## src/rtl/alu_sequencer.sv

```systemverilog
// Issue/writeback sequencer that sits in front of the arithmetic unit and owns the register file.
// Optional retire counter output is built when ALU_SEQUENCER_RETIRE_CNT_EN is defined.

// state  | meaning
// IDLE   | ready for an instruction; operands are latched on accept
// MEMRD  | memory read strobe issued at the latched immediate address
// MEMCAP | read data captured into the memory operand
// ISSUE  | one-cycle start pulse to the arithmetic unit
// WAIT   | operands held; result written to rd when the unit reports valid

module alu_sequencer #(
    parameter  int NREGS = 8,
    localparam int RW    = $clog2(NREGS)
) (
    input  logic          CLK,
    input  logic          RST,
    input  logic          INSTR_VALID,
    output logic          INSTR_READY,
    input  logic [1:0]    INSTR_OP,
    input  logic [1:0]    INSTR_MOVI,
    input  logic [RW-1:0] INSTR_RD,
    input  logic [RW-1:0] INSTR_RA,
    input  logic [RW-1:0] INSTR_RB,
    input  logic [31:0]   INSTR_IMM,
    output logic          MEM_RE,
    output logic [31:0]   MEM_ADDR,
    input  logic [31:0]   MEM_RDATA,
    output logic          AU_ACT,
    output logic [1:0]    AU_OP_CODE,
    output logic [1:0]    AU_MOVI,
    output logic [31:0]   AU_REG_A,
    output logic [31:0]   AU_REG_B,
    output logic [31:0]   AU_MEM,
    output logic [31:0]   AU_IMM,
    input  logic [31:0]   AU_DATA,
    input  logic          AU_DATA_VALID,
    input  logic [RW-1:0] DBG_ADDR,
    output logic [31:0]   DBG_DATA,
`ifdef ALU_SEQUENCER_RETIRE_CNT_EN
    output logic [31:0]   RETIRE_CNT,
`endif
    output logic          BUSY
);

    localparam logic [1:0] MOVI_MEM = 2'd1;

    typedef enum logic [2:0] {
        IDLE   = 3'd0,
        MEMRD  = 3'd1,
        MEMCAP = 3'd2,
        ISSUE  = 3'd3,
        WAIT   = 3'd4
    } state_t;

    state_t state, state_nxt;

    logic          accept;
    logic          cap_mem;
    logic          wb_en;

    logic [1:0]    op_q;
    logic [1:0]    movi_q;
    logic [RW-1:0] rd_q;
    logic [31:0]   imm_q;
    logic [31:0]   reg_a_q;
    logic [31:0]   reg_b_q;
    logic [31:0]   mem_q;

    logic [31:0]   rf [NREGS];

    always_ff @(posedge CLK) begin
        if (RST) begin
            state <= IDLE;
        end else begin
            state <= state_nxt;
        end
    end

    always_comb begin
        state_nxt   = state;
        INSTR_READY = 1'b0;
        BUSY        = 1'b1;
        MEM_RE      = 1'b0;
        AU_ACT      = 1'b0;
        accept      = 1'b0;
        cap_mem     = 1'b0;
        wb_en       = 1'b0;
        case (state)
            IDLE: begin
                INSTR_READY = 1'b1;
                BUSY        = 1'b0;
                if (INSTR_VALID) begin
                    accept    = 1'b1;
                    state_nxt = (INSTR_MOVI == MOVI_MEM) ? MEMRD : ISSUE;
                end
            end
            MEMRD: begin
                MEM_RE    = 1'b1;
                state_nxt = MEMCAP;
            end
            MEMCAP: begin
                cap_mem   = 1'b1;
                state_nxt = ISSUE;
            end
            ISSUE: begin
                AU_ACT    = 1'b1;
                state_nxt = WAIT;
            end
            WAIT: begin
                if (AU_DATA_VALID) begin
                    wb_en     = 1'b1;
                    state_nxt = IDLE;
                end
            end
            default: begin
                state_nxt = IDLE;
            end
        endcase
    end

    // Operand registers only change on accept/capture, so the unit sees
    // stable inputs for the whole ISSUE..WAIT window.
    always_ff @(posedge CLK) begin
        if (RST) begin
            op_q    <= '0;
            movi_q  <= '0;
            rd_q    <= '0;
            imm_q   <= '0;
            reg_a_q <= '0;
            reg_b_q <= '0;
            mem_q   <= '0;
            for (int i = 0; i < NREGS; i++) begin
                rf[i] <= '0;
            end
        end else begin
            if (accept) begin
                op_q    <= INSTR_OP;
                movi_q  <= INSTR_MOVI;
                rd_q    <= INSTR_RD;
                imm_q   <= INSTR_IMM;
                reg_a_q <= rf[INSTR_RA];
                reg_b_q <= rf[INSTR_RB];
            end
            if (cap_mem) begin
                mem_q <= MEM_RDATA;
            end
            if (wb_en) begin
                rf[rd_q] <= AU_DATA;
            end
        end
    end

`ifdef ALU_SEQUENCER_RETIRE_CNT_EN
    always_ff @(posedge CLK) begin
        if (RST) begin
            RETIRE_CNT <= '0;
        end else if (wb_en) begin
            RETIRE_CNT <= RETIRE_CNT + 32'd1;
        end
    end
`endif

    assign MEM_ADDR   = MEM_RE ? imm_q : 32'd0;
    assign AU_OP_CODE = op_q;
    assign AU_MOVI    = movi_q;
    assign AU_REG_A   = reg_a_q;
    assign AU_REG_B   = reg_b_q;
    assign AU_MEM     = mem_q;
    assign AU_IMM     = imm_q;

    // Reads the register array directly: a same-cycle writeback is not bypassed.
    assign DBG_DATA   = rf[DBG_ADDR];

endmodule

```

## config.mk

```make
export PLATFORM = sky130hd
export DESIGN_NAME = alu_sequencer
export DESIGN_NICKNAME = d
export VERILOG_FILES = /design/src/rtl/alu_sequencer.sv
export SDC_FILE = /design/constraint.sdc
export NUM_CORES = 1
export LEC_CHECK = 0
export CAP_MARGIN = 20
export CORE_ASPECT_RATIO = 1.5
export CORE_MARGIN = 4
export CORE_UTILIZATION = 55
export DETAILED_ROUTE_END_ITERATION = 6
export PLACE_DENSITY = 0.83
export SLEW_MARGIN = 20
export SYNTH_ARGS = -nofsm -noshare
export SYNTH_HDL_FRONTEND = slang
export SYNTH_SLANG_ARGS = --single-unit
```

## constraint.sdc

```tcl
create_clock -name CLK -period 3.15 [get_ports CLK]
set_clock_uncertainty 0.2 [all_clocks]
set_input_delay 0.4725 -clock CLK [delete_from_list [all_inputs] [get_ports CLK]]
set_output_delay 0.4725 -clock CLK [all_outputs]
set_load 0.01 [all_outputs]
```

==> results.toml, run 1 <==
[critical_path]
path_buf_inv = 3
critPathRequiredTime_ps = 2480
r2r_cells = 5
reg2reg_to = "rf[1][18]$_SDFFCE_PN0P_"
rrSetupSlack_ps = 740
crit_path_start_kind = "input pin"
end_kind = "output pin"
path_max_fanout = 18
worstSetupPathType = "input pin to output pin"
cp_slowest_cell = "mux4_2"
r2r-start = "state[1]$_SDFFE_PP0P_"
path_cells = "buf_4 > buf_12 > mux4_2 > mux2_2 > clkdlybuf4s50_1"
slowest_delay_ps = 520
crit_family = "buffers and inverters"
cp.arrival_ps = 2300

[route]
drc_errors = 2
drtPass1Iterations = 7
via_per_inst = 6.23
drtAntennaViolNets = 0
via_count = 15900
wl_per_cell_um = 24.7
drt_wl_total_um = 63000
dr.first_iter.drc_count = 1520

[cells_and_area]
drive_gt1_share_pct = 13.4
stdcell_count = 2546
fin_nets = 2147
area_delta_synth_final_pct = 25.7

[grt]
met3_usage_pct = 6.33
antenna_found_initial = 4
gr-total-overflow = 0
grt_max_degree = 147
met2_usage_pct = 53.6
grt_pass1_vias = 16400
top_usage_layer = "met2"
use_met1_pct = 36.3
grt_pass1_wl_um = 94200
grt_usage_pct = 30.7

[cts]
insertion_delay_ps = 540
cts_buffer_depth = 3
hold_buffers = 0
postCtsSetupRepairBufs = 0
clockRootBuffer = "clkbuf_16"
clkTransAtPathRegs_ps = 60
cts_resized = 0
cts_buffers = 39
cts_tree = "yes"
htreeDepth = 2
cts_num_sinks = 394

[logic_synthesis]
yosys_warnings = 0
synth_cell_types = 29
avgSynthCellArea_sq_um = 11.5
syn_nets = 1880
synthCells = 1764
synth_seq_cells = 394
syn_area_sq_um = 20400
seq_area_frac_synth_pct = 51.3

[timing]
final-setup-viol-count = 0
period_minus_slack_ps = 2980
fin_setup_tns_ps = 0
rsz0062_at_grt = "false"
maxSlewHeadroom_pct = 32.3
fmaxAchievable_mhz = 336
period_share_pct = 94.5
final-hold-violation-count = 0
worst_pin_slew_ps = 1010
slew_viol_final = 0

[floorplanning]
die_w_um = 165
num_rows = 86
pin_count = 316
initial_core_util_pct = 55.5
die_h_um = 244
core_sq_um = 36700
dieArea_sq_um = 40200

[hold_path]
hold_path.startpoint = "AU_OP_CODE[1]$_SDFFE_PP0P_"
min_to = "AU_OP_CODE[1]$_SDFFE_PP0P_"
hp-class = "flop to flop"
holdPathStages = 2

[placement]
hpwl_um = 39500
numPortBuffers = 315
dp.cells = 2474
place_congestion = 0.840

[power_and_ir_drop]
leakagePower_nw = 9.77
p_per_area_nw_per_um2 = 498
irDropWorstVdd_mv = 0.433

[flow_run]
maxCapViolCount = 0

[outcome]
status = "complete, but fails checks"
violations = "design-rule violations"
final cells by class:
type,instances,area (sq um)
antenna,3,7.51
clock buffer,56,1100
clock inverter,13,138
fill,2566,11100
inverter,1,3.75
multi-input combinational,1220,9340
sequential,394,10500
tap,484,606
timing repair buffer,375,3940
metrics by stage:
step	worst slack (ps)	hold slack, ps	cell area [sq um]	util [%]	total power [mW]
after floorplan	502	245	20400	-	7.13
after global placement	174	242	24300	66.3	8.16
after detailed placement	167	248	24300	66.3	8.22
after CTS	156	255	25600	69.7	12.8
after global routing	107	269	25600	69.7	13.2
final	173	256	25600	69.7	12.8
cells in the final DEF, fill, tap and decap left out, types with 65 or more instances in the layout:
cell type and instances:
a21oi_1 136, a22oi_1 128, and2_1 256, clkdlybuf4s50_1 309, dfxtp_1 138, edfxtp_1 256
mux2i_1 256, nand2_1 145, nor2_1 68, nor3_1 65
where the power goes:
part           internal, mW  leakage [nW]  total [mW]  switching, mW
clock                  2.68         0.605        4.62           1.94
combinational          1.05          5.38        2.16           1.11
sequential             5.77          3.78        5.98          0.206
total                  9.50          9.77        12.8           3.25
synth_stat cells, drive strengths merged:
| library cell | count | area [sq um] |
|---|---|---|
| and2 | 292 | 1870 |
| edfxtp | 256 | 7690 |
| mux2i | 256 | 2560 |
| nand2 | 146 | 548 |
| dfxtp | 138 | 2760 |
| a21oi | 136 | 681 |
| a22oi | 128 | 961 |
| clkbuf | 108 | 417 |
| nor2 | 76 | 330 |
| nor3 | 67 | 358 |
| mux4 | 64 | 1440 |
| buf | 41 | 204 |
| mux2 | 32 | 360 |
| or2 | 9 | 58.8 |
| nor2b | 4 | 25.0 |
| nand2b | 3 | 18.8 |
| nor3b | 2 | 15.0 |
| a2111oi | 1 | 8.76 |
| and3b | 1 | 10.0 |
| inv | 1 | 3.75 |
| o21ai | 1 | 5.00 |
| or4 | 1 | 11.3 |
| or4b | 1 | 13.8 |
layer usage:
layer,share of wire [%],up-vias,wire length [um]
met5,0.021,-,13
li1,-,6951,-
met1,35,7718,21900
met4,4.0,2,2530
met3,9.7,190,6100
met2,52,993,32500
state kept, by name, indices dropped and copies added, names as in the netlist:
register,count
AU_IMM,32
AU_MEM,32
AU_MOVI,2
AU_OP_CODE,2
AU_REG_A,32
AU_REG_B,32
rd_q,3
rf,256
state,3
how the worst max path moves through the flow:
stage | startpoint | to | slack, ps | depth (start not counted)
floorplan | DBG_ADDR[0] | DBG_DATA[0] | 500 | 4
global placement | DBG_ADDR[0] | DBG_DATA[26] | 170 | 5
detailed placement | DBG_ADDR[0] | DBG_DATA[26] | 170 | 5
CTS | rf[3][30]$_SDFFCE_PN0P_ | DBG_DATA[30] | 160 | 3
global route | DBG_ADDR[0] | DBG_DATA[26] | 110 | 5
finish | DBG_ADDR[0] | DBG_DATA[26] | 170 | 5
cell families (layout without fill, tap and decap cells):
family,after synthesis,in the layout,synth area share (%)
buf+inv,150,445,3.07
other cells,0,3,0
compound gates,266,266,8.13
mux,352,352,21.4
flops,394,394,51.3
simple gates,602,602,16.0
worst register-to-register path: cells and delay by family (launching register included):
family        cells  cell delay, ps
buf+inv           1             440
flops             1             370
simple gates      4            1290
(Power assumes the default switching activity.)
==> run 2: changes to the inputs <==
- SLEW_MARGIN: 20 -> default
==> results of run 2 <==
No change in the layout: final DEF, timing and power equal those of run 1.
